File: src/rtl/periph_bus_ctrl_pkg.sv
// Shared SoC definitions for the peripheral bus controller.
//   - device indices and count (bit positions in dev_stb / dev_ack)
//   - default bus width
//   - controller state encoding
//   - access timer width (wide enough for any legal TIMEOUT up to 255)
package periph_bus_ctrl_pkg;

    localparam int unsigned DEV_BOOT     = 0;
    localparam int unsigned DEV_SPI      = 1;
    localparam int unsigned DEV_UART     = 2;
    localparam int unsigned DEV_GPIO     = 3;
    localparam int unsigned NUM_DEV      = 4;

    localparam int unsigned XLEN_DEFAULT = 32;
    localparam int unsigned TIMER_W      = 8;

    typedef enum logic [1:0] {
        ST_IDLE   = 2'd0,
        ST_ACCESS = 2'd1,
        ST_RESP   = 2'd2
    } state_e;

endpackage

File: src/rtl/periph_bus_ctrl_access_timer.sv
// access_timer: wait-cycle counter for one device access.
// Ports:
//   clk, rst_n : clock and synchronous active-low reset
//   clr        : force the count to zero (held while no access is running)
//   en         : count one cycle
//   expired    : count has reached LIMIT-1, i.e. this is the LIMIT-th access cycle
module access_timer
    import periph_bus_ctrl_pkg::*;
#(
    parameter int unsigned LIMIT = 16
) (
    input  logic clk,
    input  logic rst_n,
    input  logic clr,
    input  logic en,
    output logic expired
);

    logic [TIMER_W-1:0] count;

    // NOTE: state registers use non-blocking assignment so every flop samples
    // pre-edge values regardless of process ordering.
    always_ff @(posedge clk) begin
        if (!rst_n) begin
            count <= '0;
        end else if (clr) begin
            count <= '0;
        end else if (en) begin
            count <= count + TIMER_W'(1);
        end
    end

    assign expired = (count == TIMER_W'(LIMIT - 1));

endmodule

File: src/rtl/periph_bus_ctrl.sv
// periph_bus_ctrl: single-outstanding bridge from the core request channel to
// four memory-mapped devices (boot, spi, uart, gpio).
// Ports:
//   clk, rst_n                 : clock, synchronous active-low reset
//   req_valid/ready/we/addr/wdata : core request channel
//   *_dev_sel                  : address-decoder selects for req_addr
//   dev_stb/we/addr/wdata      : registered device-side request, one-hot strobe
//   dev_ack, dev_rdata         : per-device completion and read data slices
//   rsp_valid/ready/rdata/err  : response channel back to the core
module periph_bus_ctrl
    import periph_bus_ctrl_pkg::*;
#(
    parameter int unsigned XLEN    = XLEN_DEFAULT,
    parameter int unsigned TIMEOUT = 16
) (
    input  logic                    clk,
    input  logic                    rst_n,
    input  logic                    req_valid,
    output logic                    req_ready,
    input  logic                    req_we,
    input  logic [XLEN-1:0]         req_addr,
    input  logic [XLEN-1:0]         req_wdata,
    input  logic                    boot_dev_sel,
    input  logic                    spi_dev_sel,
    input  logic                    uart_dev_sel,
    input  logic                    gpio_dev_sel,
    output logic [NUM_DEV-1:0]      dev_stb,
    output logic                    dev_we,
    output logic [XLEN-1:0]         dev_addr,
    output logic [XLEN-1:0]         dev_wdata,
    input  logic [NUM_DEV-1:0]      dev_ack,
    input  logic [NUM_DEV*XLEN-1:0] dev_rdata,
    output logic                    rsp_valid,
    input  logic                    rsp_ready,
    output logic [XLEN-1:0]         rsp_rdata,
    output logic                    rsp_err
);

    state_e             state, state_next;
    logic [NUM_DEV-1:0] sel_in, sel_q;
    logic               accept, sel_ok, ack_hit, timer_expired;
    logic [XLEN-1:0]    ack_rdata;

    assign sel_in  = {gpio_dev_sel, uart_dev_sel, spi_dev_sel, boot_dev_sel};
    assign sel_ok  = $onehot(sel_in);
    assign accept  = req_valid && req_ready;
    // Acks from devices that were not strobed are masked off here.
    assign ack_hit = |(dev_ack & sel_q);

    access_timer #(.LIMIT(TIMEOUT)) u_timer (
        .clk     (clk),
        .rst_n   (rst_n),
        .clr     (state != ST_ACCESS),
        .en      (state == ST_ACCESS),
        .expired (timer_expired)
    );

    // sel_q is one-hot whenever ACCESS is reached, so an OR of masked slices
    // is the selected device's read data.
    always_comb begin
        ack_rdata = '0;
        for (int i = 0; i < NUM_DEV; i++) begin
            if (sel_q[i]) begin
                ack_rdata = ack_rdata | dev_rdata[i*XLEN +: XLEN];
            end
        end
    end

    // State register. Reset forces IDLE, which drops the strobe and any
    // pending response on the same edge.
    always_ff @(posedge clk) begin
        if (!rst_n) begin
            state <= ST_IDLE;
        end else begin
            state <= state_next;
        end
    end

    // Next-state logic.
    always_comb begin
        // NOTE: defaulting every comb output first keeps unlisted paths from
        // inferring a latch.
        state_next = state;
        unique case (state)
            ST_IDLE: begin
                if (accept) begin
                    state_next = sel_ok ? ST_ACCESS : ST_RESP;
                end
            end
            ST_ACCESS: begin
                if (ack_hit || timer_expired) begin
                    state_next = ST_RESP;
                end
            end
            ST_RESP: begin
                if (rsp_ready) begin
                    state_next = ST_IDLE;
                end
            end
            default: state_next = ST_IDLE;
        endcase
    end

    // Output decode from the current state.
    always_comb begin
        req_ready = (state == ST_IDLE);
        rsp_valid = (state == ST_RESP);
        dev_stb   = (state == ST_ACCESS) ? sel_q : '0;
    end

    // Request capture and response capture. Acceptance only happens in IDLE
    // and completion only in ACCESS, so the two branches never collide.
    always_ff @(posedge clk) begin
        if (!rst_n) begin
            dev_we    <= 1'b0;
            dev_addr  <= '0;
            dev_wdata <= '0;
            sel_q     <= '0;
            rsp_rdata <= '0;
            rsp_err   <= 1'b0;
        end else begin
            if (accept) begin
                dev_we    <= req_we;
                dev_addr  <= req_addr;
                dev_wdata <= req_wdata;
                sel_q     <= sel_in;
                if (!sel_ok) begin
                    rsp_err   <= 1'b1;
                    rsp_rdata <= '0;
                end
            end
            if (state == ST_ACCESS) begin
                // An ack in the timeout cycle still completes normally.
                if (ack_hit) begin
                    rsp_rdata <= ack_rdata;
                    rsp_err   <= 1'b0;
                end else if (timer_expired) begin
                    rsp_rdata <= '0;
                    rsp_err   <= 1'b1;
                end
            end
        end
    end

endmodule

File: config.mk
export PLATFORM = sky130hd
export DESIGN_NAME = periph_bus_ctrl
export DESIGN_NICKNAME = d
export VERILOG_FILES = /design/src/rtl/periph_bus_ctrl_pkg.sv /design/src/rtl/periph_bus_ctrl_access_timer.sv /design/src/rtl/periph_bus_ctrl.sv
export SDC_FILE = /design/constraint.sdc
export NUM_CORES = 1
export LEC_CHECK = 0
export ABC_AREA = 1
export CORE_AREA = 2 2 119 121
export DETAILED_ROUTE_END_ITERATION = 6
export DIE_AREA = 0 0 121 123
export PLACE_DENSITY = 0.88
export SYNTH_ARGS = -nofsm -noshare
export SYNTH_HDL_FRONTEND = slang
export SYNTH_SLANG_ARGS = --single-unit
File: constraint.sdc
create_clock -name clk -period 7.1 [get_ports clk]
set_clock_uncertainty 0.15 [all_clocks]
set_input_delay 2.13 -clock clk [delete_from_list [all_inputs] [get_ports clk]]
set_output_delay 2.13 -clock clk [all_outputs]
set_load 0.05 [all_outputs]
==> qor.yml <==
insertedDiodeCount: 0
fin_nets: 1338
antenna_found_initial: 0
track_usage_pct: 24.7
ys_ff_latch: 112
yosys.area.top_type_share_pct: 40.2
cts_setup_buffers: 0
layout-drive-gt1-share_pct: 3.79
syn_to_final_growth_pct: 59.5
syn_area_mm2: 0.00558
die_w_um: 121
seq_area_frac_synth_pct: 40.2
wl_met2_mm: 8.93
path_buf_inv: 3
p_int_mw: 1.37
yosysUniqueCellTypes: 27
drt-wirelength-per-cell_um: 14.5
final-setup-viol-count: 0
globalplace.congestion: 0.783
cts_max_level: 3
grt_pass1_vias: 6068
critPathLaunchType: "input pin"
critPathSlowestCell: "fa_1"
grt_max_degree: 106
routed_wl_mm: 19.1
grt-ovfl-total: 0
sequentialPowerShare_pct: 32.9
relSlewSlack_pct: 35.7
wl_met1_mm: 7.68
crit_path_end_kind: "register"
synth_warnings: 0
core_area_mm2: 0.0136
routed.top_layer: "met4"
clkTransAtPathRegs_ns: 0.08
start_util_pct: 41.0
p_total_mw: 2.35
grt_pass1_wl_mm: 29.4
cts.sinks: 112
path_class: "input pin to register"
fin_crit_sh_pct: 66.6
drtAntennaViolNets: 0
netSwitchingFraction_pct: 41.9
drv_slew: 0
path_delay_family: "simple AND/OR/NAND/NOR gates"
totalNegativeSetupSlack_ns: 0
synth.area.top_cells: "dfxtp_1 40%, nand2_1 17%, nor2_1 16%"
clock_power_share_pct: 22.2
critPathArrivalTime_ns: 4.87
cts_root_buf: "clkbuf_16"
core.rowCount: 43
worstPathMaxFanout: 65
io_pins: 309
combPwrFrac_pct: 44.9
drv_cap: 0
cts_buffers: 9
io_buffers: 308
num-fill-cells: 1194
dpl.hpwl_mm: 13.8
max_freq_ghz: 0.212
crit_top_cell: "nor2_1"
drt-vias-per-instance: 4.91
p_per_area_mw_per_mm2: 264
drt-pass1-iter-count: 5
die_area_mm2: 0.0149
cts.repair.resized: 0
vias: 6450
synth_top_area_cell: "dfxtp_1"
synthCells: 865
insertion_delay_ns: 0.34
wl_met3_mm: 1.99
ir_drop_v: 0.000182
holdCritPathClass: "register to register"
syn-mean-instance-area_um2: 6.45
reg2reg_depth: 8
slowest_delay_ns: 0.54
crit_required_ns: 7.24
clock_path_buffers: 2
synthesis.nets: 1074
hold_viol_final: 0
worstHoldPathCells: 1
cellLeakagePower_nw: 3.50
drc: 0
rsz0062_at_grt: "false"
die_h_um: 123
tightest_slew_ns: 0.964
crit_chain: "clkdlybuf4s50_1, inv_1, fa_1, inv_1, ha_1, ha_1, nor2_1, nand2_1, nand2_4, nand2_1, nor2_1, nor2_1, nor2_1"
drtIter0Drc: 412
cp.depth: 13
tritoncts: "yes"
cts-hold-fix-buffers: 0
run_status: "finished clean"
switching_power_uw: 986
min_period_ns: 4.73
[final timing paths]
check	slack (ns)	startpoint	end
setup / recovery	2.37	boot_dev_sel	rsp_rdata[18]
hold / removal	0.31	u_timer.count[0]	u_timer.count[0]
setup reg to reg	4.66	state[1]	rsp_rdata[17]
hold reg to reg	0.31	u_timer.count[0]	u_timer.count[0]
[worst reg2reg max path: stages (launching register included)]
cell,delay [ns]
dfxtp_1,0.33
inv_2,0.10
nand2_4,0.08
nor2_8,0.62
nand2_4,0.59
nand2_1,0.25
nor2_1,0.07
nor2_1,0.11
nor2_1,0.04
[placed cells by master, fill, tap and decap left out, drive strengths merged, types with 5 or more instances in the layout]
master / n
buf: 7
dfxtp: 112
inv: 31
o21ai: 71
clkdlybuf4s50: 307
a31oi: 32
nand2: 257
a21oi: 9
clkbuf: 10
nand3: 5
nor2: 247
nand4: 32
[sequential cells by signal, indices dropped and copies added, names as in the netlist]
| name | flops |
|---|---|
| dev_addr | 32 |
| dev_wdata | 32 |
| dev_we | 1 |
| rsp_err | 1 |
| rsp_rdata | 32 |
| sel_q | 4 |
| state | 2 |
| u_timer.count | 8 |
[power by group through the flow]
stage	clock (mW)	sequential (mW)	combinational, mW
floorplan	0	1.08	0.407
global placement	0	0.782	1.05
detailed placement	0	0.786	1.06
CTS	0.537	0.773	1.06
global route	0.559	0.784	1.14
finish	0.522	0.773	1.06
[area by class of cell]
class                      instances  area (um^2)  share of cell area (%)
clock buffer                      10          229                    2.57
clock inverter                     6         77.6                   0.872
timing repair buffer             314         3130                    35.1
tap                              180          225                    2.53
inverter                          29          109                    1.22
sequential                       112         2240                    25.2
multi-input combinational        663         2890                    32.5
[metal layers]
metal,track usage (%),vias up
li1,-,3271
met5,0,-
met3,8.44,34
met1,28.9,2880
met4,8.79,0
met2,42.0,265
[synthesized netlist by cell type (all sizes together)]
cell type,n
nor3b,1
inv,29
nor2,247
clkbuf,27
a21oi,9
nand3b,1
nor3,2
nand4,32
nand3,5
buf,34
o21ai,71
nand2,257
a31oi,32
xor2,1
ha,3
fa,1
dfxtp,112
or2,1
[kinds of logic (layout without fill, tap and decap cells)]
logic type | after synthesis | count (layout) | share of synthesized area (%)
xor+xnor | 1 | 1 | 0.157
flops | 112 | 112 | 40.2
buf+inv | 90 | 359 | 8.07
fa+ha+maj | 4 | 4 | 1.03
compound gates | 112 | 112 | 10.8
simple gates | 546 | 546 | 39.8
[per-stage QoR]
step | worst slack, ns | utilization, % | hold slack [ns] | instances | cell area (um^2)
final | 2.37 | 65.4 | 0.313 | 1314 | 8900
after global routing | 2.14 | 65.4 | 0.345 | 1314 | 8900
after CTS | 2.39 | 65.4 | 0.306 | 1314 | 8900
after detailed placement | 2.01 | 63.1 | 0.294 | 1298 | 8590
after global placement | 2.14 | 63.1 | 0.282 | 1298 | 8590
after floorplan | 2.88 | - | 0.267 | 865 | 5580
Note: power is estimated with default switching activity, not from simulation.
